**src/rtl/mbinit_sb_pkg.sv**
```systemverilog
`default_nettype none
// ============================================================================
// Module      : mbinit_sb_pkg
// Description : Shared sideband definitions for MBINIT: message codes,
//               transmit FSM state encoding and default message width.
// Revision    : 1.0 - initial release
// ============================================================================
package mbinit_sb_pkg;

  localparam int SB_MSG_WIDTH_DEF = 4;

  localparam logic [3:0] MSG_CAL_DONE_REQ  = 4'b0001;
  localparam logic [3:0] MSG_CAL_DONE_RESP = 4'b0010;

  // The state names what the lane is carrying in the current cycle.
  typedef enum logic [2:0] {
    SB_IDLE   = 3'd0,
    SB_START  = 3'd1,
    SB_DATA   = 3'd2,
    SB_PARITY = 3'd3,
    SB_GAP    = 3'd4
  } sb_state_t;

endpackage
`default_nettype wire

```
**src/rtl/sb_rr_arbiter2.sv**
```systemverilog
`default_nettype none
// ============================================================================
// Module      : sb_rr_arbiter2
// Description : Two-way round-robin arbiter with per-requester arm bits.
//               A winner is disarmed until its valid is seen low, so a
//               level request held across the handshake is not resent.
// Revision    : 1.0 - initial release
// ============================================================================
module sb_rr_arbiter2
  import mbinit_sb_pkg::*;
(
  input  logic       CLK,
  input  logic       rst_n,
  input  logic       grant_en,
  input  logic [1:0] valid,
  input  logic [1:0] msg_nz,
  output logic       grant,
  output logic       grant_id
);

  logic [1:0] armed;
  logic       ptr;
  logic [1:0] eligible;

  assign eligible = valid & msg_nz & armed;

  // Pick a winner: a lone eligible requester wins, a tie goes to the pointer.
  always_comb begin
    grant    = 1'b0;
    grant_id = 1'b0;
    if (grant_en) begin
      case (eligible)
        2'b01: begin
          grant    = 1'b1;
          grant_id = 1'b0;
        end
        2'b10: begin
          grant    = 1'b1;
          grant_id = 1'b1;
        end
        2'b11: begin
          grant    = 1'b1;
          grant_id = ptr;
        end
        default: begin
          grant    = 1'b0;
          grant_id = 1'b0;
        end
      endcase
    end
  end

  // Pointer moves away from each winner; arm bits clear on grant, set on valid low.
  always_ff @(posedge CLK or negedge rst_n) begin
    if (!rst_n) begin
      armed <= 2'b11;
      ptr   <= 1'b0;
    end else begin
      if (grant) begin
        ptr <= ~grant_id;
      end
      for (int i = 0; i < 2; i++) begin
        if (grant && (grant_id == 1'(i))) begin
          armed[i] <= 1'b0;
        end else if (!valid[i]) begin
          armed[i] <= 1'b1;
        end
      end
    end
  end

endmodule
`default_nettype wire

```
**src/rtl/mbinit_sb_tx_arbiter.sv**
```systemverilog
`default_nettype none
// ============================================================================
// Module      : mbinit_sb_tx_arbiter
// Description : MBINIT sideband transmit stage. Arbitrates the CAL initiator
//               and responder requests and serializes the winner as
//               start bit, message MSB first, even parity, then an idle gap.
//               Drives busy and the falling-edge-busy handshake pulse.
// Revision    : 1.0 - initial release
// ============================================================================
module mbinit_sb_tx_arbiter
  import mbinit_sb_pkg::*;
#(
  parameter int SB_MSG_WIDTH = SB_MSG_WIDTH_DEF,
  parameter int GAP_CYCLES   = 2
) (
  input  logic                    CLK,
  input  logic                    rst_n,
  input  logic                    i_flush,
  input  logic [SB_MSG_WIDTH-1:0] i_req0_msg,
  input  logic                    i_req0_valid,
  input  logic [SB_MSG_WIDTH-1:0] i_req1_msg,
  input  logic                    i_req1_valid,
  output logic                    o_sb_tx_bit,
  output logic                    o_sb_tx_frame,
  output logic                    o_busy_sideband,
  output logic                    o_falling_edge_busy,
  output logic                    o_grant_id
);

  localparam int CNT_W = (SB_MSG_WIDTH > 1) ? $clog2(SB_MSG_WIDTH) : 1;

  sb_state_t               state_q, state_d;
  logic [SB_MSG_WIDTH-1:0] shift_q, shift_d;
  logic [CNT_W-1:0]        bit_cnt_q, bit_cnt_d;
  logic [3:0]              gap_cnt_q, gap_cnt_d;
  logic                    par_q, par_d;
  logic                    tx_bit_q, tx_bit_d;
  logic                    frame_q, frame_d;
  logic                    busy_q, busy_d;
  logic                    fe_q, fe_d;
  logic                    gid_q, gid_d;

  logic                    arb_grant;
  logic                    arb_gid;
  logic                    grant_en;
  logic [SB_MSG_WIDTH-1:0] win_msg;

  // Grants only happen from IDLE, and a flush in IDLE suppresses them.
  assign grant_en = (state_q == SB_IDLE) && !i_flush;
  assign win_msg  = arb_gid ? i_req1_msg : i_req0_msg;

  sb_rr_arbiter2 u_arb (
    .CLK      (CLK),
    .rst_n    (rst_n),
    .grant_en (grant_en),
    .valid    ({i_req1_valid, i_req0_valid}),
    .msg_nz   ({|i_req1_msg, |i_req0_msg}),
    .grant    (arb_grant),
    .grant_id (arb_gid)
  );

  // Next state and next lane values; every output is registered from these.
  always_comb begin
    state_d   = state_q;
    shift_d   = shift_q;
    bit_cnt_d = bit_cnt_q;
    gap_cnt_d = gap_cnt_q;
    par_d     = par_q;
    tx_bit_d  = 1'b0;
    frame_d   = 1'b0;
    busy_d    = busy_q;
    fe_d      = 1'b0;
    gid_d     = gid_q;

    if (i_flush && (state_q != SB_IDLE)) begin
      // Abort drops the lane without the handshake pulse.
      state_d = SB_IDLE;
      busy_d  = 1'b0;
    end else begin
      case (state_q)
        SB_IDLE: begin
          if (arb_grant) begin
            state_d  = SB_START;
            shift_d  = win_msg;
            par_d    = ^win_msg;
            gid_d    = arb_gid;
            tx_bit_d = 1'b1;
            frame_d  = 1'b1;
            busy_d   = 1'b1;
          end
        end
        SB_START: begin
          state_d   = SB_DATA;
          tx_bit_d  = shift_q[SB_MSG_WIDTH-1];
          frame_d   = 1'b1;
          shift_d   = shift_q << 1;
          bit_cnt_d = CNT_W'(SB_MSG_WIDTH - 1);
        end
        SB_DATA: begin
          frame_d = 1'b1;
          if (bit_cnt_q == '0) begin
            state_d  = SB_PARITY;
            tx_bit_d = par_q;
          end else begin
            tx_bit_d  = shift_q[SB_MSG_WIDTH-1];
            shift_d   = shift_q << 1;
            bit_cnt_d = bit_cnt_q - 1'b1;
          end
        end
        SB_PARITY: begin
          state_d   = SB_GAP;
          gap_cnt_d = 4'(GAP_CYCLES - 1);
        end
        SB_GAP: begin
          if (gap_cnt_q == 4'd0) begin
            state_d = SB_IDLE;
            busy_d  = 1'b0;
            fe_d    = 1'b1;
          end else begin
            gap_cnt_d = gap_cnt_q - 1'b1;
          end
        end
        default: begin
          state_d = SB_IDLE;
          busy_d  = 1'b0;
        end
      endcase
    end
  end

  // State, datapath and output registers with asynchronous reset.
  always_ff @(posedge CLK or negedge rst_n) begin
    if (!rst_n) begin
      state_q   <= SB_IDLE;
      shift_q   <= '0;
      bit_cnt_q <= '0;
      gap_cnt_q <= 4'd0;
      par_q     <= 1'b0;
      tx_bit_q  <= 1'b0;
      frame_q   <= 1'b0;
      busy_q    <= 1'b0;
      fe_q      <= 1'b0;
      gid_q     <= 1'b0;
    end else begin
      state_q   <= state_d;
      shift_q   <= shift_d;
      bit_cnt_q <= bit_cnt_d;
      gap_cnt_q <= gap_cnt_d;
      par_q     <= par_d;
      tx_bit_q  <= tx_bit_d;
      frame_q   <= frame_d;
      busy_q    <= busy_d;
      fe_q      <= fe_d;
      gid_q     <= gid_d;
    end
  end

  assign o_sb_tx_bit         = tx_bit_q;
  assign o_sb_tx_frame       = frame_q;
  assign o_busy_sideband     = busy_q;
  assign o_falling_edge_busy = fe_q;
  assign o_grant_id          = gid_q;

endmodule
`default_nettype wire

```
**config.mk**
```make
export PLATFORM = sky130hd
export DESIGN_NAME = mbinit_sb_tx_arbiter
export DESIGN_NICKNAME = d
export VERILOG_FILES = /design/src/rtl/mbinit_sb_pkg.sv /design/src/rtl/sb_rr_arbiter2.sv /design/src/rtl/mbinit_sb_tx_arbiter.sv
export SDC_FILE = /design/constraint.sdc
export NUM_CORES = 1
export LEC_CHECK = 0
export ABC_AREA = 1
export CAP_MARGIN = 20
export CORE_MARGIN = 2
export CORE_UTILIZATION = 54
export CTS_CLUSTER_DIAMETER = 80
export CTS_CLUSTER_SIZE = 28
export DETAILED_ROUTE_END_ITERATION = 6
export PLACE_DENSITY_LB_ADDON = 0.15
export SETUP_SLACK_MARGIN = 0.5
export SLEW_MARGIN = 15
export SYNTH_ARGS = -nofsm -noshare
export SYNTH_HDL_FRONTEND = slang
export SYNTH_SLANG_ARGS = --single-unit
```
**constraint.sdc**
```tcl
create_clock -name CLK -period 1.9 [get_ports CLK]
set_input_delay 0.38 -clock CLK [delete_from_list [all_inputs] [get_ports CLK]]
set_output_delay 0.38 -clock CLK [all_outputs]
set_load 0.05 [all_outputs]
```
==> flow_summary.yaml, run 1 <==
floorplan:
  die_w_um: 53.40
  fp-row-count: 17
  start_util: 0.5844
  core_um2: 2255
  die_y_um: 53.40
  ios: 18
  dieArea_um2: 2851
detailed_routing:
  drc: 0
  routed_wl_um: 3379
  num_vias: 1304
  drtPass1Iterations: 4
  first_iter_violations: 29
  wl_per_cell_um: 13.68
  final_antenna_net_count: 0
  vias_per_cell: 5.279
sta:
  setup_violations: 0
  worst_slew_pin_slew_ns: 0.2987
  rsz0062_at_grt: "yes"
  max_freq_ghz: 0.6110
  slew_headroom: 0.8002
  skew_ns: 0.002763
  hold_slack_ns: 0.4027
  period_share: 0.8614
  fin_setup_tns_ns: 0
  hold_violations: 0
  finalMaxSlewViolations: 0
  min_period_ns: 1.637
flow_run:
  maxCapViolCount: 0
placement:
  gp_congestion: 0.8005
  placed_cell_area_um2: 1637
  place_hpwl_um: 2162
  port_buffers: 17
  placedCellCount: 228
worst_setup_path:
  crit_buf_inv: 0
  slowest_delay_ns: 0.47
  crit_top_cell: "nand2_1"
  cp_max_fo: 6
  critical_path_class: "register to register"
  cp.required_ns: 2.11
  cpLargestDelayFamily: "simple AND/OR/NAND/NOR gates"
  slowest_stage: "dfrtp_2"
  cp.arrival_ns: 1.85
  cp-start-kind: "register"
  cp.depth: 10
  cp-end-kind: "register"
  crit_path_cell_trace: "nor2_4, nand3_4, nor2_8, nand3_1, nand2_1, nand2_1, nand2_1, nand2_1, nand3_1, nand2_1"
  reg2reg_depth: 10
global_route:
  grt_usage: 0.2493
  antenna_found_initial: 0
  grt_max_degree: 23
  grt_pass1_vias: 1317
  grt_overflow_total: 0
  grt_first_pass_wirelength_um: 5271
pwr:
  power.leakage_nw: 0.9731
  power.density_nw_per_um2: 1300
  finalPower_mw: 2.442
  ir_drop_mv: 0.9353
logic_synthesis:
  ys_types: 27
  ys_ff_latch: 22
  synthArstFlopShare: 1.000
  synth_edf_count: 0
  syn_inst: 171
  synth_ff_type: "dfrtp_1"
  syn-num-nets: 187
  synth_area_um2: 1318
  synth_warnings: 0
  yosysSeqAreaShare: 0.4198
  avgSynthCellArea_um2: 7.705
finish:
  num-fill-cells: 142
  multiInputGateArea_um2: 797.0
  layout.nets: 236
  syn2layout_area_growth_pct: 42.54
  diodes: 0
  final_cells: 247
  layout.area.seq_um2: 556.8
  design_area_um2: 1878
  drive_above_1_share: 0.4155
worst_hold_path:
  min_path_type: "primary input to async pin"
cts:
  clock_latency_ns: 0.31
  holdBufCountCts: 0
  cts.clk_slew.worst_paths_ns: 0.13
  clk_path_buf_depth: 2
  htree_num_levels: 1
  cts_tree: "yes"
  cts_made_buffers: 3
  cts_sinks: 22
  root_buffer: "clkbuf_4"
outcome:
  status: "finished clean"
path summary, 6_finish.rpt:
kind / start / endpoint / slack, ns
setup / recovery: state_q[0] / par_q / 0.26
hold / removal: rst_n / gap_cnt_q[3] / 0.40
setup reg to reg: state_q[0] / par_q / 0.26
hold reg to reg: o_grant_id / o_grant_id / 0.49
max in group asynchronous: rst_n / u_arb.armed[1] / 1.22
min in group CLK: o_grant_id / o_grant_id / 0.49
worst register-to-register path: stages, from the launching register on:
cell     delay, ns
dfrtp_2       0.47
nor2_4        0.19
nand3_4       0.16
nor2_8        0.18
nand3_1       0.10
nand2_1       0.11
nand2_1       0.07
nand2_1       0.08
nand2_1       0.05
nand3_1       0.08
nand2_1       0.05
area by class of cell:
class / instances / area share
Inverter: 26 / 0.05197
Sequential cell: 22 / 0.2965
Multi-Input combinational cell: 124 / 0.4244
Timing Repair Buffer: 43 / 0.1892
Tap cell: 28 / 0.01865
Clock buffer: 4 / 0.01932
sequential cells by signal, indices dropped and copies added, names as in the netlist:
| register | flops |
|---|---|
| state_q | 3 |
| o_sb_tx_frame | 1 |
| u_arb.armed | 2 |
| o_falling_edge_busy | 1 |
| shift_q | 4 |
| gap_cnt_q | 4 |
| o_sb_tx_bit | 1 |
| u_arb.ptr | 1 |
| o_grant_id | 1 |
| o_busy_sideband | 1 |
| bit_cnt_q | 2 |
| par_q | 1 |
repair_timing:
action / CTS / global route
pin swaps: 12 / 11
cloned: 2 / 0
buffers inserted: 7 / 6
resized for setup: 32 / 43
setup endpoints to repair: 21 / 21
metal layers:
| metal | GRT usage | wire, um | vias up |
|---|---|---|---|
| met1 | 0.2814 | 1461 | 618 |
| li1 | - | - | 650 |
| met3 | 0.04520 | 118 | 6 |
| met4 | 0.08547 | 42 | 0 |
| met5 | 0 | 0 | - |
| met2 | 0.4609 | 1757 | 30 |
stage by stage:
stage / utilization / setup slack [ns]
after floorplan: - / 0.4438
after global placement: 0.7259 / -0.04786
after detailed placement: 0.7259 / -0.09043
after CTS: 0.7791 / 0.3404
after global routing: 0.8330 / 0.1106
final: 0.8330 / 0.2633
logic make-up after synthesis:
group	share of synthesized area
simple gates	0.3590
buf+inv	0.08262
compound gates	0.1102
flops	0.4198
fa+ha+maj	0.02849
cells in the final DEF, fill, tap and decap left out, types with 4 or more instances in the layout:
master	synthesis	routed
o21ai_2	0	4
inv_2	1	9
nand3_1	14	11
buf_2	0	4
dlygate4sd2_1	0	6
inv_1	25	17
clkdlybuf4s50_1	0	5
buf_4	0	23
nand2_2	8	13
nand2_4	1	7
dfrtp_1	20	17
nor2_1	14	9
nor2_2	0	4
nand2_1	49	39
synth_stat cells (2+ instances only):
master | number | area share
nand2_1 | 49 | 0.14
inv_1 | 25 | 0.071
dfrtp_1 | 20 | 0.38
nand3_1 | 14 | 0.053
nor2_1 | 14 | 0.040
o21ai_0 | 9 | 0.034
nand2_2 | 8 | 0.038
a21oi_1 | 4 | 0.015
ha_1 | 3 | 0.028
nand3b_1 | 3 | 0.017
a21oi_4 | 2 | 0.025
a31oi_1 | 2 | 0.0095
dfstp_2 | 2 | 0.040
nor4_1 | 2 | 0.0095
o22ai_1 | 2 | 0.0095
report_power, final:
group / internal, mW / switching, mW
registers: 0.656 / 0.116
clock network: 0.117 / 0.146
logic: 0.533 / 0.875
total: 1.31 / 1.14
Power figures use the tool's default switching activity.
==> inputs of run 2 (changes only) <==
- CELL_PAD_IN_SITES_DETAIL_PLACEMENT: unset -> 1
- CELL_PAD_IN_SITES_GLOBAL_PLACEMENT: unset -> 2
- CORE_UTILIZATION: 54 -> 31
==> flow_summary.yaml, run 2 (synthesis gave the netlist of run 1 again) <==
placement:
  pre_cts_slack_ns: -0.1443
  port_buffers: 17
  gp_congestion: 0.8107
  placedCellCount: 253
  place_hpwl_um: 2738
  placed_cell_area_um2: 1684
sta:
  setup_violations: 0
  hold_violations: 0
  slew_headroom: 0.7980
  max_freq_ghz: 0.6172
  worst_slew_pin_slew_ns: 0.3031
  skew_ns: 0.01080
  period_share: 0.8528
  finalMaxSlewViolations: 0
  min_period_ns: 1.620
  rsz0062_at_grt: "yes"
  setup_ws_ns: 0.2797
cts:
  cts_sinks: 22
  holdBufCountCts: 0
  cts_tree: "yes"
  clock_latency_ns: 0.27
  cts_made_buffers: 3
  clk_path_buf_depth: 2
  htree_num_levels: 1
  root_buffer: "clkbuf_8"
  cts.clk_slew.worst_paths_ns: 0.09
floorplan:
  core_um2: 4058
  fp-row-count: 23
  die_w_um: 69.19
  ios: 18
  die_y_um: 69.19
  start_util: 0.3247
  dieArea_um2: 4787
pwr:
  p_int_mw: 1.474
  power.density_nw_per_um2: 1354
  clock_power_share: 0.171
  switchingPower_mw: 1.151
  power_frac_comb: 0.539
  p_sw_frac: 0.4384
  ir_drop_mv: 0.3607
  p_seq_frac: 0.291
  power.leakage_nw: 0.9764
finish:
  largestRegisters: "gap_cnt_q: 4 flops, shift_q: 4 flops, state_q: 3 flops"
  layout_commonest_cell: "nand2_1"
  num-fill-cells: 511
  layout.nets: 236
  design_area_um2: 1938
  utilization: 0.4776
  diodes: 0
  drive_above_1_share: 0.4064
  syn2layout_area_growth_pct: 47.10
  final_cell_mix: "nand2_1 (40), buf_4 (25), dfrtp_1 (18), inv_1 (16), nand2_2 (14)"
  multiInputGateArea_um2: 782.0
  layout.area.seq_um2: 555.5
  final_cells: 269
worst_setup_path:
  cpLargestDelayFamily: "compound AO/OA/AOI/OAI gates"
  slowest_stage: "dfrtp_1"
  crit_buf_inv: 1
  slowest_delay_ns: 0.43
  cp-start-kind: "register"
  cp_max_fo: 8
  crit_top_cell: "a21oi_4"
  cp.arrival_ns: 1.82
  crit_path_cell_trace: "nor2_4, nand3_4, a21oi_4, inv_2, a21oi_4, nor2_1, a31oi_1"
  critical_path_class: "register to register"
  cp-end-kind: "register"
  cp.required_ns: 2.10
global_route:
  grt_first_pass_wirelength_um: 6078
  antenna_found_initial: 0
  grt_pass1_vias: 1357
  grt_overflow_total: 0
  grt_usage: 0.1554
  grt_max_degree: 23
worst_hold_path:
  min_path_type: "primary input to async pin"
detailed_routing:
  wl_per_cell_um: 13.95
  final_antenna_net_count: 0
  first_iter_violations: 34
  routed_wl_um: 3752
  drtPass1Iterations: 4
  num_vias: 1289
  vias_per_cell: 4.792
  drc: 0
outcome:
  status: "finished clean"
flow_run:
  maxCapViolCount: 0
==> run 2: cell types whose count changed in the layout (fill, tap and decap cells not counted), moves of 2 or more <==
cell,delta
nand2_4,-4
clkbuf_8,+2
buf_4,+2
buf_2,-3
clkbuf_4,-3
clkdlybuf4s50_1,-4
clkdlybuf4s15_2,+2
o21ai_2,-2
dlygate4sd2_1,+5
==> run 2: layer usage <==
metal	share of wire	GRT usage	vias to the layer above
li1	-	-	644
met5	0	0	-
met4	0.0085	0.04575	0
met2	0.53	0.2842	18
met1	0.43	0.1872	623
met3	0.027	0.02326	4
==> run 2: power by group through the flow <==
stage	combinational, mW	sequential, mW	clock, mW
2_1_floorplan	0.642	0.865	0
3_3_place_gp	1.05	0.754	0
3_5_place_dp	1.11	0.762	0
4_1_cts	1.23	0.756	0.459
5_1_grt	1.53	0.792	0.489
6_report	1.41	0.763	0.448
==> run 2: layout make-up <==
class,count,share of cell area
inverter,26,0.05036
clock buffer,3,0.02130
multi-input combinational,123,0.4035
sequential,22,0.2866
timing repair buffer,44,0.1904
tap,50,0.03228
clock inverter,1,0.01549
==> run 2: path summary, 6_finish.rpt <==
path	from	depth (start not counted)	end	slack, ns
max in group asynchronous	rst_n	2	u_arb.armed[1]	1.14
worst min register to register	u_arb.armed[1]	2	u_arb.armed[1]	0.48
worst max register to register	state_q[0]	7	shift_q[2]	0.28
min in group CLK	u_arb.armed[1]	2	u_arb.armed[1]	0.48
worst min-delay path	rst_n	2	o_busy_sideband	0.47
worst max-delay path	state_q[0]	7	shift_q[2]	0.28
==> run 2: what timing repair did <==
| action | CTS | global route |
|---|---|---|
| pin swaps | 14 | 9 |
| gates resized for setup | 38 | 27 |
| buffers inserted | 7 | 4 |
| endpoints found under the setup margin | 21 | 19 |
| gates cloned | 0 | 1 |
==> run 2: metrics by stage <==
stage          hold slack [ns]  setup TNS, ns  total power, mW
6_report                0.4671              0            2.624
5_1_grt                 0.4811              0            2.812
4_1_cts                 0.4794              0            2.444
3_5_place_dp            0.4699        -0.6651            1.868
3_3_place_gp            0.4677        -0.3205            1.807
2_1_floorplan          0.08441              0            1.507
